`config.mk`:
```
export PLATFORM = sky130hd
export DESIGN_NAME = bpsk_transmitter_flat
export DESIGN_NICKNAME = d
export VERILOG_FILES = /design/src/rtl/bpsk_transmitter_if.sv /design/src/rtl/bpsk_transmitter.sv /design/src/flat_wrapper.sv
export SDC_FILE = /design/constraint.sdc
export NUM_CORES = 1
export LEC_CHECK = 0
export ABC_AREA = 1
export ABC_CLOCK_PERIOD_IN_PS = 2880
export CAP_MARGIN = 20
export CORE_MARGIN = 4
export CORE_UTILIZATION = 44
export DETAILED_ROUTE_END_ITERATION = 10
export MAX_ROUTING_LAYER = met4
export SYNTH_ARGS = -nofsm -noshare
export SYNTH_HDL_FRONTEND = slang
export SYNTH_SLANG_ARGS = --single-unit
```
`constraint.sdc`:
```
create_clock -name clk -period 2.88 [get_ports clk]
set_clock_uncertainty 0.05 [all_clocks]
set_input_delay 0.72 -clock clk [delete_from_list [all_inputs] [get_ports clk]]
set_output_delay 0.72 -clock clk [all_outputs]
set_load 0.1 [all_outputs]
```
`src/rtl/bpsk_transmitter_if.sv`:
```
// Host-facing signal bundle of the BPSK transmitter: serial UART input plus the
// modulated sample stream and status pulses.
interface bpsk_transmitter_if #(
  parameter int unsigned DATA_WIDTH = 8
);
  logic                         uart_rx;
  logic signed [DATA_WIDTH-1:0] signal;
  logic                         tx_active;
  logic                         parity_err;
  logic                         frame_err;
  logic                         overflow;

  // Host / bench side: drives the serial line, observes the DAC stream.
  modport master (
    output uart_rx,
    input  signal,
    input  tx_active,
    input  parity_err,
    input  frame_err,
    input  overflow
  );

  // Transmitter side.
  modport slave (
    input  uart_rx,
    output signal,
    output tx_active,
    output parity_err,
    output frame_err,
    output overflow
  );
endinterface

```
`src/rtl/bpsk_transmitter.sv`:
```
// BPSK transmitter: UART byte receiver -> byte FIFO -> sync word + 8 data symbols,
// each symbol a 4-sample carrier repeated CYCLES_PER_BIT times, phase-flipped for a 0.
module bpsk_transmitter #(
  parameter int unsigned          DATA_WIDTH     = 8,
  parameter int                   AMPLITUDE      = 100,
  parameter int unsigned          BAUD_DIV       = 4,
  parameter int unsigned          CYCLES_PER_BIT = 4,
  parameter int unsigned          FIFO_DEPTH     = 4,
  parameter int unsigned          SYNC_BITS      = 4,
  parameter logic [SYNC_BITS-1:0] SYNC_WORD      = 4'b1011
) (
  input logic               clk,
  input logic               rst_n,
  bpsk_transmitter_if.slave bus
);

  localparam int unsigned CntW   = $clog2(BAUD_DIV);
  localparam int unsigned AddrW  = $clog2(FIFO_DEPTH);
  localparam int unsigned SymLen = 4 * CYCLES_PER_BIT;
  localparam int unsigned KW     = $clog2(SymLen);
  localparam int unsigned FrameW = SYNC_BITS + 8;
  localparam int unsigned SymW   = $clog2(FrameW);

  localparam logic [CntW-1:0] BaudLast  = CntW'(BAUD_DIV - 1);
  localparam logic [CntW-1:0] HalfLast  = CntW'(BAUD_DIV / 2 - 1);
  localparam logic [KW-1:0]   KLast     = KW'(SymLen - 1);
  localparam logic [SymW-1:0] SyncLast  = SymW'(SYNC_BITS - 1);
  localparam logic [SymW-1:0] FrameLast = SymW'(FrameW - 1);

  localparam logic signed [DATA_WIDTH-1:0] AmpPos = DATA_WIDTH'(AMPLITUDE);
  localparam logic signed [DATA_WIDTH-1:0] AmpNeg = DATA_WIDTH'(-AMPLITUDE);

  typedef enum logic [1:0] {RxIdle, RxStart, RxBits, RxStop} rx_state_e;
  typedef enum logic [1:0] {ModIdle, ModSync, ModData} mod_state_e;

  // ---------------------------------------------------------------------------
  // UART receiver
  // ---------------------------------------------------------------------------
  rx_state_e       rx_state_q, rx_state_d;
  logic            rx_meta_q, rx_sync_q;
  logic [CntW-1:0] rx_cnt_q, rx_cnt_d;
  logic [3:0]      rx_bit_q, rx_bit_d;
  logic [8:0]      rx_shift_q, rx_shift_d;  // {parity, data[7:0]} once complete
  logic            stop_sample;

  logic parity_err_q, frame_err_q, overflow_q;
  logic frame_bad, par_bad, ovf_bad, push;

  logic            fifo_empty, fifo_full;
  logic [7:0]      fifo_rdata;
  logic            mod_pop;

  // Next-state of the receiver; all sampling happens in the synchronised domain.
  always_comb begin
    rx_state_d  = rx_state_q;
    rx_cnt_d    = rx_cnt_q + CntW'(1);
    rx_bit_d    = rx_bit_q;
    rx_shift_d  = rx_shift_q;
    stop_sample = 1'b0;
    unique case (rx_state_q)
      RxIdle: begin
        rx_cnt_d = '0;
        if (!rx_sync_q) rx_state_d = RxStart;
      end
      RxStart: begin
        // Mid start bit: a high line here was only a glitch.
        if (rx_cnt_q == HalfLast) begin
          rx_cnt_d   = '0;
          rx_bit_d   = '0;
          rx_state_d = rx_sync_q ? RxIdle : RxBits;
        end
      end
      RxBits: begin
        if (rx_cnt_q == BaudLast) begin
          rx_cnt_d   = '0;
          rx_shift_d = {rx_sync_q, rx_shift_q[8:1]};
          if (rx_bit_q == 4'd8) rx_state_d = RxStop;
          else                  rx_bit_d   = rx_bit_q + 4'd1;
        end
      end
      RxStop: begin
        if (rx_cnt_q == BaudLast) begin
          rx_cnt_d    = '0;
          stop_sample = 1'b1;
          rx_state_d  = RxIdle;
        end
      end
      default: rx_state_d = RxIdle;
    endcase
  end

  // Error checks in priority order: framing, parity, then FIFO space.
  // A pop in the same cycle frees a slot, so a full FIFO can still accept.
  always_comb begin
    frame_bad = stop_sample & ~rx_sync_q;
    par_bad   = stop_sample & rx_sync_q & (^rx_shift_q);
    ovf_bad   = stop_sample & rx_sync_q & ~(^rx_shift_q) & fifo_full & ~mod_pop;
    push      = stop_sample & rx_sync_q & ~(^rx_shift_q) & ~(fifo_full & ~mod_pop);
  end

  // Receiver state, input synchroniser and registered status pulses.
  always_ff @(posedge clk) begin
    if (!rst_n) begin
      rx_state_q   <= RxIdle;
      rx_meta_q    <= 1'b1;
      rx_sync_q    <= 1'b1;
      rx_cnt_q     <= '0;
      rx_bit_q     <= '0;
      rx_shift_q   <= '0;
      parity_err_q <= 1'b0;
      frame_err_q  <= 1'b0;
      overflow_q   <= 1'b0;
    end else begin
      rx_state_q   <= rx_state_d;
      rx_meta_q    <= bus.uart_rx;
      rx_sync_q    <= rx_meta_q;
      rx_cnt_q     <= rx_cnt_d;
      rx_bit_q     <= rx_bit_d;
      rx_shift_q   <= rx_shift_d;
      parity_err_q <= par_bad;
      frame_err_q  <= frame_bad;
      overflow_q   <= ovf_bad;
    end
  end

  // ---------------------------------------------------------------------------
  // Byte FIFO (extra pointer bit distinguishes full from empty)
  // ---------------------------------------------------------------------------
  logic [7:0]     fifo_mem [FIFO_DEPTH];
  logic [AddrW:0] wr_ptr_q, rd_ptr_q;

  always_comb begin
    fifo_empty = (wr_ptr_q == rd_ptr_q);
    fifo_full  = (wr_ptr_q[AddrW] != rd_ptr_q[AddrW]) &&
                 (wr_ptr_q[AddrW-1:0] == rd_ptr_q[AddrW-1:0]);
    fifo_rdata = fifo_mem[rd_ptr_q[AddrW-1:0]];
  end

  // Storage array; contents are don't-care while the pointers say empty.
  always_ff @(posedge clk) begin
    if (push) fifo_mem[wr_ptr_q[AddrW-1:0]] <= rx_shift_q[7:0];
  end

  // FIFO pointers.
  always_ff @(posedge clk) begin
    if (!rst_n) begin
      wr_ptr_q <= '0;
      rd_ptr_q <= '0;
    end else begin
      if (push)    wr_ptr_q <= wr_ptr_q + (AddrW+1)'(1);
      if (mod_pop) rd_ptr_q <= rd_ptr_q + (AddrW+1)'(1);
    end
  end

  // ---------------------------------------------------------------------------
  // Modulator
  // ---------------------------------------------------------------------------
  mod_state_e                   mod_state_q, mod_state_d;
  logic [KW-1:0]                k_q, k_d;
  logic [SymW-1:0]              sym_q, sym_d;
  logic [FrameW-1:0]            frame_q, frame_d;  // sync word + byte, sent MSB first
  logic                         cur_bit;
  logic signed [DATA_WIDTH-1:0] sample;
  logic signed [DATA_WIDTH-1:0] signal_q;
  logic                         tx_active_q;

  // Next-state of the modulator; a byte waiting at the end of a frame chains with no gap.
  always_comb begin
    mod_state_d = mod_state_q;
    k_d         = k_q;
    sym_d       = sym_q;
    frame_d     = frame_q;
    mod_pop     = 1'b0;
    unique case (mod_state_q)
      ModIdle: begin
        if (!fifo_empty) begin
          mod_pop     = 1'b1;
          frame_d     = {SYNC_WORD, fifo_rdata};
          k_d         = '0;
          sym_d       = '0;
          mod_state_d = ModSync;
        end
      end
      ModSync, ModData: begin
        k_d = k_q + KW'(1);
        if (k_q == KLast) begin
          k_d     = '0;
          frame_d = {frame_q[FrameW-2:0], 1'b0};
          sym_d   = sym_q + SymW'(1);
          if (sym_q == SyncLast) begin
            mod_state_d = ModData;
          end else if (sym_q == FrameLast) begin
            if (!fifo_empty) begin
              mod_pop     = 1'b1;
              frame_d     = {SYNC_WORD, fifo_rdata};
              sym_d       = '0;
              mod_state_d = ModSync;
            end else begin
              mod_state_d = ModIdle;
            end
          end
        end
      end
      default: mod_state_d = ModIdle;
    endcase
  end

  // Carrier lookup {0,+A,0,-A}; a 0 bit takes the opposite phase.
  always_comb begin
    cur_bit = frame_q[FrameW-1];
    case (k_q[1:0])
      2'd1:    sample = cur_bit ? AmpPos : AmpNeg;
      2'd3:    sample = cur_bit ? AmpNeg : AmpPos;
      default: sample = '0;
    endcase
  end

  // Modulator state and registered DAC output.
  always_ff @(posedge clk) begin
    if (!rst_n) begin
      mod_state_q <= ModIdle;
      k_q         <= '0;
      sym_q       <= '0;
      frame_q     <= '0;
      signal_q    <= '0;
      tx_active_q <= 1'b0;
    end else begin
      mod_state_q <= mod_state_d;
      k_q         <= k_d;
      sym_q       <= sym_d;
      frame_q     <= frame_d;
      signal_q    <= (mod_state_q == ModIdle) ? '0 : sample;
      tx_active_q <= (mod_state_q != ModIdle);
    end
  end

  assign bus.signal     = signal_q;
  assign bus.tx_active  = tx_active_q;
  assign bus.parity_err = parity_err_q;
  assign bus.frame_err  = frame_err_q;
  assign bus.overflow   = overflow_q;

endmodule

```
`src/flat_wrapper.sv`:
```
// flat-port wrapper written by rule: the top's interface ports become plain ports
module bpsk_transmitter_flat 
#(
  parameter int unsigned          DATA_WIDTH     = 8,
  parameter int                   AMPLITUDE      = 100,
  parameter int unsigned          BAUD_DIV       = 4,
  parameter int unsigned          CYCLES_PER_BIT = 4,
  parameter int unsigned          FIFO_DEPTH     = 4,
  parameter int unsigned          SYNC_BITS      = 4,
  parameter logic [SYNC_BITS-1:0] SYNC_WORD      = 4'b1011
)
  (clk, rst_n, bus_uart_rx, bus_signal, bus_tx_active, bus_parity_err, bus_frame_err, bus_overflow);
  bpsk_transmitter_if #(.DATA_WIDTH(DATA_WIDTH)) bus_i ();
  input logic clk;
  input logic rst_n;
  input wire logic [$bits(bus_i.uart_rx)-1:0] bus_uart_rx;
  output wire logic [$bits(bus_i.signal)-1:0] bus_signal;
  output wire logic [$bits(bus_i.tx_active)-1:0] bus_tx_active;
  output wire logic [$bits(bus_i.parity_err)-1:0] bus_parity_err;
  output wire logic [$bits(bus_i.frame_err)-1:0] bus_frame_err;
  output wire logic [$bits(bus_i.overflow)-1:0] bus_overflow;
  assign bus_i.uart_rx = bus_uart_rx;
  assign bus_signal = bus_i.signal;
  assign bus_tx_active = bus_i.tx_active;
  assign bus_parity_err = bus_i.parity_err;
  assign bus_frame_err = bus_i.frame_err;
  assign bus_overflow = bus_i.overflow;
  bpsk_transmitter #(.DATA_WIDTH(DATA_WIDTH), .AMPLITUDE(AMPLITUDE), .BAUD_DIV(BAUD_DIV), .CYCLES_PER_BIT(CYCLES_PER_BIT), .FIFO_DEPTH(FIFO_DEPTH), .SYNC_BITS(SYNC_BITS), .SYNC_WORD(SYNC_WORD)) u_core (.clk(clk), .rst_n(rst_n), .bus(bus_i));
endmodule
```
==> results of run 1 <==
## layout by cell type, fill, tap and decap left out, types with 6 or more instances in the layout
| cell type | n |
|---|---|
| a21oi_1 | 36 |
| buf_4 | 17 |
| clkbuf_8 | 10 |
| dfxtp_1 | 56 |
| edfxtp_1 | 32 |
| ha_1 | 15 |
| inv_1 | 55 |
| nand2_1 | 93 |
| nand3_1 | 18 |
| nor2_1 | 26 |
| o21ai_0 | 36 |
| o21ai_1 | 6 |
| or2_2 | 6 |
## cells in the mapped netlist (all sizes together)
library cell | count | share of area
a211oi | 3 | 0.0057
a21oi | 37 | 0.050
a22oi | 1 | 0.0019
a32o | 3 | 0.0076
buf | 10 | 0.019
clkbuf | 4 | 0.0038
conb | 1 | 0.00095
dfxtp | 56 | 0.28
edfxtp | 32 | 0.24
ha | 15 | 0.047
inv | 57 | 0.055
nand2 | 100 | 0.11
nand3 | 21 | 0.032
nand4 | 5 | 0.0095
nor2 | 29 | 0.031
nor3 | 4 | 0.0051
nor3b | 1 | 0.0032
o21a | 4 | 0.0076
o21ai | 42 | 0.053
o21bai | 1 | 0.0019
o22ai | 5 | 0.0079
o31ai | 1 | 0.0019
or2 | 6 | 0.0095
xnor2 | 2 | 0.0063
xor2 | 4 | 0.0088
## logic make-up after synthesis
family | count (synthesis) | synth area share
compound gates | 97 | 0.1370
xor+xnor | 6 | 0.01515
fa+ha+maj | 15 | 0.04735
buf+inv | 71 | 0.07797
flops | 88 | 0.5253
other cells | 1 | 0.0009461
simple gates | 166 | 0.1963
## cell type report
type                            count  area [um^2]  area share
Multi-Input combinational cell    286         1577      0.3623
Sequential cell                    88         2082      0.4784
Clock inverter                      4        25.02    0.005750
Clock buffer                       12        166.4     0.03824
Timing Repair Buffer               19        147.6     0.03393
Inverter                           57        219.0     0.05032
Tap cell                          108        135.1     0.03105
## power groups by stage
stage | Sequential (mW) | Combinational [mW] | Clock, mW
CTS | 1.47 | 1.26 | 0.842
global placement | 1.50 | 1.25 | 0
detailed placement | 1.50 | 1.25 | 0
floorplan | 1.56 | 0.992 | 0
finish | 1.47 | 1.25 | 0.815
global route | 1.49 | 1.40 | 0.891
## state kept, by name, indices dropped and copies added, names as in the netlist, named ones only
name and count:
u_core.fifo_mem 32, u_core.frame_q 12, u_core.rx_shift_q 9, u_core.k_q 4, u_core.rx_bit_q 4, u_core.sym_q 4, u_core.bus.signal 3, u_core.rd_ptr_q 3
u_core.wr_ptr_q 3, u_core.mod_state_q 2, u_core.rx_cnt_q 2, u_core.bus.frame_err 1, u_core.bus.overflow 1, u_core.bus.parity_err 1, u_core.bus.tx_active 1, u_core.rx_meta_q 1
u_core.rx_state_q 1, u_core.rx_sync_q 1
## how the worst min path moves through the flow
stage                                start          endpoint  slack, ns  depth (start not counted)
after floorplan           u_core.rx_meta_q  u_core.rx_sync_q       0.34                          1
after detailed placement  u_core.rx_meta_q  u_core.rx_sync_q       0.35                          1
final                     u_core.rx_meta_q  u_core.rx_sync_q       0.37                          1
after global routing      u_core.rx_meta_q  u_core.rx_sync_q       0.39                          1
after global placement    u_core.rx_meta_q  u_core.rx_sync_q       0.35                          1
after CTS                 u_core.rx_meta_q  u_core.rx_sync_q       0.38                          1
## routing by layer
metal / routed length, um / GRT usage
met3: 177 / 0.02436
met2: 3404 / 0.2388
met4: 129 / 0.06574
met5: 0 / -
met1: 3633 / 0.2013
## per-stage QoR
stage          worst slack, ns  hold WS, ns  total power [mW]    util
2_1_floorplan           0.6657       0.3425             2.549       -
3_3_place_gp            0.7150       0.3456             2.743  0.4747
3_5_place_dp            0.6839       0.3534             2.751  0.4747
4_1_cts                 0.6520       0.3756             3.570  0.4966
5_1_grt                 0.4481       0.3917             3.780  0.4966
6_report                0.6519       0.3695             3.533  0.4966
## critical path: cells and delay by family, from the launching register on
kind,cells,cell delay (ns)
buffers and inverters,3,0.32
AND/OR/NAND/NOR,7,0.84
flip-flops,1,0.35
adder cells (fa/ha/maj),1,0.38
==> summary.md, run 1 <==
| Metric | Value |
|---|---|
| Drt first pass iters | `4` |
| Initial antenna violation count | `0` |
| Die W | `102.9 um` |
| CORE AREA | `8763 um^2` |
| Port Buf Inserts | `12` |
| Leakage power of the design | `1.690 nW` |
| Layout net count | `479` |
| Post-synthesis average cell area | `8.927 um^2` |
| Net Sw Frac | `0.3842` |
| Worst Path Max Fanout | `9` |
| Via Count | `approximately 2900` |
| Rel. slew slack | `0.6670` |
| CTS Sinks | `slightly below 90` |
| Clock share of power | `0.231` |
| Startpoint type of the worst setup path | `flop` |
| Diode count | `0` |
| Synth cell types | `40` |
| Largest net degree at the start of global routing | `19` |
| CP endpoint kind | `flop` |
| Placed insts | `558` |
| Clock Tree Buf Depth | `2` |
| Post-Syn Instances | `between 400 and 500` |
| Worst-skew pair later-pin latency | `about 0.35 ns` |
| Reg2Reg Depth | `11` |
| First-pass GRT wire length | `12300 um` |
| Reg-to-Reg Start | `u_core.mod_state_q[1]` |
| Post-Layout Inst Area | `4352 um^2` |
| Final Hold Fails | `0` |
| Starting DRT DRC Count | `114` |
| R2r endpoint | `u_core.fifo_mem[2][1]` |
| Cts bufs inserted | `9` |
| Critical Path Max Stage Delay | `0.38 ns` |
| Vias in the first global route | `2662` |
| DP Area | `between 4000 and 5000 um^2` |
| Kind of critical path | `flop to flop` |
| Final Non-Filler Cells | `approximately 570` |
| Max Cap Violations | `0` |
| Root buf cell | `clkbuf_8` |
| P_sw | `1.357 mW` |
| Clock slew at reported path FFs | `approximately 0.09 ns` |
| YS warnings | `0` |
| Initial Util | `0.4523` |
| Sequential power share | `0.417` |
| RSZ-0062 raised after global routing | `no` |
| H-tree levels | `3` |
| Layout cell share with drive strength beyond 1 | `0.1223` |
| Int Power | `roughly 2.2 mW` |
| HP Class | `flop to flop` |
| CP cell instances | `inv_1, ha_1, inv_2, nor2_2, nand2_1, nand2_1, nand3_4, nand2_1, nand3_2, nor2_1, buf_4` |
| Cell Pwr Density | `812.0 nW/um^2` |
| Final setup fails | `0` |
| CTS tree | `built` |
| Most used cell, CP | `nand2_1` |
| Hold Buf Count CTS | `0` |
| Comb power frac | `0.353` |
| Crit path max-delay cell type | `ha_1` |
| Synthesized cell area | `3964 um^2` |
| GR Util All Layers | `0.1543` |
| Max rail drop VDD | `0.0003244 V` |
| Critical Path AT | `approximately 2.2 ns` |
| Setup tns final | `0 ns` |
| Routed wire length per instance | `between 10 and 15 um` |
| Worst EP required | `2.89 ns` |
| Die Footprint | `between 10000 and 15000 um^2` |
| GR Overflow Total | `0` |
| Vias per std cell | `about 5.0` |
| Post-Route WL | `7345 um` |
| Max Clock Freq | `448.8 MHz` |
| # fillers | `about 830` |
| Reg2Reg Setup Slack | `approximately 0.65 ns` |
| Critical path launch point | `u_core.mod_state_q[1]` |
| FP Rows | `34` |
| Synthesized flop and latch total | `slightly below 90` |
| DRC errors left | `0` |
| HPWL Detailed | `5234 um` |
| Status | `finished, final reports clean` |
| Sequential area share after synthesis | `0.5253` |
| Area Overhead vs Synth | `9.785%` |
| # IOs | `15` |
| Placer Congestion | `0.8007` |
| Setup Fix Bufs, Post-CTS | `0` |
| DIE HEIGHT | `just over 100 um` |
| Worst-Margin Slew | `~0.5 ns` |
| Final Max Tran Viols | `0` |
| Worst Setup EP | `u_core.fifo_mem[2][1]` |
| Number of nets still failing antenna checks after routing | `0` |
| CTS resizes | `0` |
| Post-route clock period utilization | `0.7737` |
| Min Tclk post-route | `2.228 ns` |
No activity file was read; power rests on OpenSTA's default activity.
==> run 2: changes to the inputs <==
--- a/config.mk
+++ b/config.mk
@@ -6,7 +6,7 @@
 export NUM_CORES = 1
 export LEC_CHECK = 0
 export ABC_AREA = 1
-export ABC_CLOCK_PERIOD_IN_PS = 2880
+export ABC_CLOCK_PERIOD_IN_PS = 1830
 export CAP_MARGIN = 20
 export CORE_MARGIN = 4
 export CORE_UTILIZATION = 44
==> constraint.sdc (replaced) <==
create_clock -name clk -period 1.83 [get_ports clk]
set_clock_uncertainty 0.05 [all_clocks]
set_input_delay 0.4575 -clock clk [delete_from_list [all_inputs] [get_ports clk]]
set_output_delay 0.4575 -clock clk [all_outputs]
set_load 0.1 [all_outputs]
==> run 2 against run 1 <==
The flow now finishes with violations (negative setup slack). Critical path depth down 1. Sequential share of layout area down 4.5 points. Combinational power up 78%. Routed wire length down 1.5%. Critical path type unchanged.
==> summary.md, run 2 (same netlist as run 1, synthesis figures left out) <==
| Metric | Value |
|---|---|
| Post-route clock period utilization | `1.012 (+0.2379)` |
| HPWL Detailed | `5360 um (+2.4%)` |
| CTS tree | `built` |
| Max Cap Violations | `0 (unchanged)` |
| # fillers | `789 (-5.3%)` |
| Startpoint of the most critical hold path | `u_core.rx_meta_q` |
| FP Rows | `34 (unchanged)` |
| DP Area | `4591 um^2 (+10%)` |
| Layout net count | `513 (+7.1%)` |
| CP endpoint kind | `flop` |
| Clock slew at reported path FFs | `0.09 ns (about the same)` |
| Setup tns final | `-0.2504 ns (-0.2504 ns)` |
| Status | `finished, violations left` |
| RSZ-0062 raised after global routing | `yes` |
| Cts bufs inserted | `9 (unchanged)` |
| Critical Path AT | `1.84 ns (-0.40 ns)` |
| Worst Path Max Fanout | `8 (-1)` |
| Min Tclk post-route | `1.851 ns (-0.3770 ns)` |
| Root buf cell | `clkbuf_8` |
| GR Overflow Total | `0 (unchanged)` |
| HP Class | `flop to flop` |
| Final Hold Fails | `0 (unchanged)` |
| Commonest non-fill, non-tap cell in the layout | `nand2_1` |
| Port Buf Inserts | `12 (unchanged)` |
| Vias per std cell | `4.868 (-2.4%)` |
| Startpoint type of the worst setup path | `flop` |
| CORE AREA | `8763 um^2 (unchanged)` |
| Number of nets still failing antenna checks after routing | `0 (unchanged)` |
| WHS | `0.3775 ns (+0.008013 ns)` |
| Layout cell share with drive strength beyond 1 | `0.2280 (+0.1057)` |
| Routed wire length per instance | `11.90 um (-7.0%)` |
| Vias in the first global route | `2894 (+8.7%)` |
| Kind of critical path | `flop to flop` |
| Die W | `102.9 um (unchanged)` |
| Post-Layout Inst Area | `4838 um^2 (+11%)` |
| Final setup fails | `24 (+24)` |
| DIE HEIGHT | `102.9 um (unchanged)` |
| Total power | `5.851 mW (+66%)` |
| Clock Tree Buf Depth | `2 (unchanged)` |
| Worst EP required | `1.82 ns (-1.07 ns)` |
| Violated checks | `negative setup slack` |
| Final Max Tran Viols | `0 (unchanged)` |
| Placer Congestion | `0.8487 (+6.0%)` |
| Setup ws final | `-0.02111 ns (-0.6730 ns)` |
| Via Count | `2960 (+3.4%)` |
| Post-Route WL | `7234 um (-1.5%)` |
| Diode count | `0 (unchanged)` |
| Drt first pass iters | `4 (unchanged)` |
| GR Util All Layers | `0.1589 (+0.004592)` |
| Critical path launch point | `u_core.mod_state_q[1]` |
| Commonest non-fill, non-tap cells in the layout | `nand2_1, inv_1, dfxtp_1` |
| Placed insts | `587 (+5.2%)` |
| Max rail drop VDD | `0.0004441 V (+37%)` |
| Max reg flops | `32 (unchanged)` |
| DRC errors left | `0 (unchanged)` |
| Leakage power of the design | `1.887 nW (+12%)` |
| Largest net degree at the start of global routing | `19 (unchanged)` |
| Area Overhead vs Synth | `22.06%` |
| Initial Util | `0.4523 (unchanged)` |
| Hold Buf Count CTS | `0 (unchanged)` |
| Reg-to-Reg Start | `u_core.mod_state_q[1]` |
| Initial antenna violation count | `0 (unchanged)` |
| Final Non-Filler Cells | `608 (+5.9%)` |
| Max Clock Freq | `540.2 MHz (+20%)` |
| Die Footprint | `10590 um^2 (unchanged)` |
| Worst-skew pair later-pin latency | `0.35 ns (about the same)` |
| H-tree levels | `3 (unchanged)` |
| Cell Pwr Density | `1209 nW/um^2 (+49%)` |
| CTS Sinks | `88 (unchanged)` |
| Starting DRT DRC Count | `139 (+22%)` |
| # IOs | `15 (unchanged)` |
| First-pass GRT wire length | `12920 um (+5.1%)` |
run 2: path summary, 6_finish.rpt:
path	to	slack [ns]	cells after the start
max	u_core.fifo_mem[0][5]	-0.02	10
min reg2reg	u_core.rx_sync_q	0.38	1
min	u_core.rx_sync_q	0.38	1
max reg2reg	u_core.fifo_mem[0][5]	-0.02	10
run 2: metal layers:
layer,global-route usage,up-vias,share of wire
li1,-,1566,-
met1,0.2081,1339,0.49
met2,0.2472,38,0.46
met3,0.02300,17,0.022
met4,0.06673,0,0.019
met5,-,-,0
run 2: worst max-delay path: stages (launching register included):
cell	delay, ns
dfxtp_2	0.35
inv_2	0.05
ha_4	0.27
inv_4	0.04
nor2_4	0.09
nand2_2	0.06
nand2_2	0.07
nand3_4	0.08
nand2_4	0.08
nand3_4	0.13
nor2_4	0.26
run 2: area by class of cell:
| cell class | count | area [um^2] | area share |
|---|---|---|---|
| flip-flops and latches | 88 | 2097 | 0.4334 |
| multi-input cells | 286 | 1669 | 0.3450 |
| repair buffers | 53 | 528.0 | 0.1091 |
| inverters | 57 | 221.5 | 0.04577 |
| well taps | 108 | 135.1 | 0.02793 |
| clock buffers | 10 | 127.6 | 0.02638 |
| clock inverters | 6 | 60.06 | 0.01241 |
run 2: metrics by stage:
| stage | utilization | setup slack [ns] |
|---|---|---|
| 5_1_grt | 0.5521 | -0.1171 |
| 4_1_cts | 0.5484 | -0.01809 |
| 3_5_place_dp | 0.5238 | -0.02056 |
| 6_report | 0.5521 | -0.02111 |
| 3_3_place_gp | 0.5238 | 0.01011 |
| 2_1_floorplan | - | -0.04086 |
run 2: what timing repair did:
item | 4_1_cts | 5_1_grt
endpoints found under the setup margin | 32 | 35
resized for setup | 1 | 8
pin swaps | 1 | 5
setup buffers | 3 | 2
run 2: power breakdown:
group	internal [mW]	switching, mW
logic	0.823	1.39
registers	2.21	0.133
clock network	0.625	0.670
==> run 3: changes to the inputs <==
--- a/config.mk
+++ b/config.mk
@@ -12,6 +12,7 @@
 export CORE_UTILIZATION = 44
 export DETAILED_ROUTE_END_ITERATION = 10
 export MAX_ROUTING_LAYER = met4
+export REMOVE_ABC_BUFFERS = 1
 export SYNTH_ARGS = -nofsm -noshare
 export SYNTH_HDL_FRONTEND = slang
 export SYNTH_SLANG_ARGS = --single-unit
==> run 3 against run 2 <==
Register-to-register slack improved by 0.03 ns. Global-route usage rose by 0.85 points. The run now ends clean. Clock-buffer cell count did not move. Routed wire length rose by 10%. Largest cell class unchanged. Critical path depth rose by 1. Power fell by 0.72%. Sequential share of layout area fell by 0.45 points. Cell count rose by 1.3%. Die area did not move. Utilization rose by 0.51 points. Clock power fell by 8%. Sequential cell count did not move.
==> summary.md, run 3 (same netlist as run 1, synthesis figures left out) <==
| Metric | Value |
|---|---|
| Status | `finished, final reports clean` |
| CP endpoint kind | `flop` |
| Placer Congestion | `0.8241 (-2.9%)` |
| Routed wire length per instance | `12.96 um (+8.9%)` |
| Starting DRT DRC Count | `133 (-4.3%)` |
| Layout cell share with drive strength beyond 1 | `0.2461 (+0.01806)` |
| Port Buf Inserts | `12 (unchanged)` |
| Commonest non-fill, non-tap cell in the layout | `nand2_1` |
| Final core occ | `0.5573 (+0.005140)` |
| # IOs | `15 (unchanged)` |
| Worst-skew pair later-pin latency | `0.36 ns (about the same)` |
| DIE HEIGHT | `102.9 um (unchanged)` |
| Min Tclk post-route | `1.824 ns (-0.02665 ns)` |
| Vias in the first global route | `2944 (+1.7%)` |
| Max Cap Violations | `0 (unchanged)` |
| Startpoint of the most critical hold path | `u_core.rx_meta_q` |
| WHS | `0.3932 ns (+0.01566 ns)` |
| RSZ-0062 raised after global routing | `yes` |
| Commonest non-fill, non-tap cells in the layout | `nand2_1, inv_1, dfxtp_1` |
| Critical Path AT | `1.85 ns (about the same)` |
| DRC errors left | `0 (unchanged)` |
| Startpoint type of the worst setup path | `flop` |
| FP Rows | `34 (unchanged)` |
| Final Max Tran Viols | `0 (unchanged)` |
| CTS tree | `built` |
| Initial antenna violation count | `0 (unchanged)` |
| Reg2Reg Setup Slack | `0.006 ns (+0.03 ns)` |
| Area Overhead vs Synth | `23.20%` |
| Clock Tree Buf Depth | `2 (unchanged)` |
| Leakage power of the design | `1.915 nW (+1.5%)` |
| Kind of critical path | `flop to flop` |
| Multi-input gate area | `1659 um^2 (-0.60%)` |
| Post-route clock period utilization | `0.9970 (-0.01456)` |
| Number of nets still failing antenna checks after routing | `0 (unchanged)` |
| Max reg flops | `32 (unchanged)` |
| HP Class | `flop to flop` |
| Cts bufs inserted | `9 (unchanged)` |
| Post-Layout Inst Area | `4883 um^2 (+0.93%)` |
| Final setup fails | `0 (-100%)` |
| GR Overflow Total | `0 (unchanged)` |
| Max rail drop VDD | `0.0005646 V (+27%)` |
| First-pass GRT wire length | `13420 um (+3.9%)` |
| Die W | `102.9 um (unchanged)` |
| Hold Path Sink | `u_core.rx_sync_q` |
| Vias per std cell | `4.977 (+2.2%)` |
| Post-Route WL | `7985 um (+10%)` |
| Final Hold Fails | `0 (unchanged)` |
| CORE AREA | `8763 um^2 (unchanged)` |
| Via Count | `3066 (+3.6%)` |
| FF+latch area | `2095 um^2 (-0.12%)` |
| # fillers | `798 (+1.1%)` |
| Cell Pwr Density | `1190 nW/um^2 (-1.6%)` |
| Worst EP required | `1.85 ns (+0.03 ns)` |
| Drt first pass iters | `4 (unchanged)` |
| Reg2Reg Depth | `11 (+1)` |
| Clock slew at reported path FFs | `0.09 ns (about the same)` |
| Reg-to-Reg Start | `u_core.mod_state_q[0]` |
| Root buf cell | `clkbuf_8` |
| DP Area | `4556 um^2 (-0.76%)` |
| H-tree levels | `3 (unchanged)` |
| Worst Path Max Fanout | `8 (unchanged)` |
| R2r endpoint | `u_core.fifo_mem[2][3]` |
| Die Footprint | `10590 um^2 (unchanged)` |
| Layout net count | `521 (+1.6%)` |
| Largest net degree at the start of global routing | `19 (unchanged)` |
| Initial Util | `0.4523 (unchanged)` |
| CTS Sinks | `88 (unchanged)` |
| HPWL Detailed | `5873 um (+9.6%)` |
| GR Util All Layers | `0.1674 (+0.008534)` |
| Hold depth | `1 (unchanged)` |
| Max Clock Freq | `548.1 MHz (+1.5%)` |
| Diode count | `0 (unchanged)` |
==> run 3: cell types whose count changed in the layout (fill, tap and decap cells not counted), sizes merged <==
cell      previous run  this run
clkinvlp             1         2
bufinv               1         0
buf                 51        59
inv                 57        59
clkinv               4         2
==> run 3: stage by stage <==
step           TNS [ns]  power [mW]  setup WS (ns)  cells
5_1_grt          -2.613       6.223       -0.09631    616
2_1_floorplan    -15.38       3.913        -0.8749    431
3_3_place_gp     -1.716       4.478       -0.06037    594
6_report              0       5.809       0.005538    616
3_5_place_dp     -2.124       4.518       -0.08003    594
4_1_cts               0       5.756        0.01679    612
==> run 3: per-layer routing <==
metal  GRT usage  share of wire  vias up
met4     0.04980          0.021        0
met3     0.04939          0.032       15
met1      0.2077           0.46     1416
met5           -              0        -
li1            -              -     1582
met2      0.2654           0.49       53
==> run 3: report_power, final <==
| part | total, mW | leakage, nW | switching, mW | internal (mW) |
|---|---|---|---|---|
| clock | 1.19 | 0.0809 | 0.693 | 0.497 |
| combinational | 2.29 | 1.12 | 1.43 | 0.851 |
| sequential | 2.33 | 0.711 | 0.130 | 2.20 |
| total | 5.81 | 1.92 | 2.26 | 3.55 |
==> run 3: worst max-delay path by stage <==
stage                          start               endpoint  slack [ns]  cells past startpoint
2_1_floorplan   u_core.bus.signal[4]          bus_signal[3]       -0.87                      0
3_3_place_gp   u_core.mod_state_q[0]  u_core.fifo_mem[3][2]       -0.06                     11
3_5_place_dp   u_core.mod_state_q[0]  u_core.fifo_mem[0][0]       -0.08                     11
4_1_cts        u_core.mod_state_q[1]  u_core.fifo_mem[0][7]        0.02                     11
5_1_grt        u_core.mod_state_q[0]  u_core.fifo_mem[1][2]        -0.1                     11
6_report       u_core.mod_state_q[0]  u_core.fifo_mem[2][3]       0.006                     11
==> run 3: worst max-delay path, cell delays in order, from the launching register on <==
cell,delay (ns)
dfxtp_2,0.35
inv_2,0.05
ha_4,0.28
inv_4,0.04
nor2_4,0.08
nand2_2,0.05
nand2_2,0.08
nand3_4,0.08
nand2_4,0.07
nand3_4,0.13
nor2_4,0.15
buf_6,0.14
==> run 3: cell type report <==
class / instances / area share
Tap cell: 108 / 0.02767
Timing Repair Buffer: 61 / 0.1235
Inverter: 57 / 0.04535
Clock inverter: 6 / 0.008711
Clock buffer: 10 / 0.02613
Sequential cell: 88 / 0.4289
Multi-Input combinational cell: 286 / 0.3397
==> run 3: what timing repair did <==
action / CTS / global route
buffers inserted: 2 / 4
setup endpoints to repair: 32 / 39
hold buffers: 0 / 0
gates resized for setup: 9 / 29
pin swaps: 1 / 8
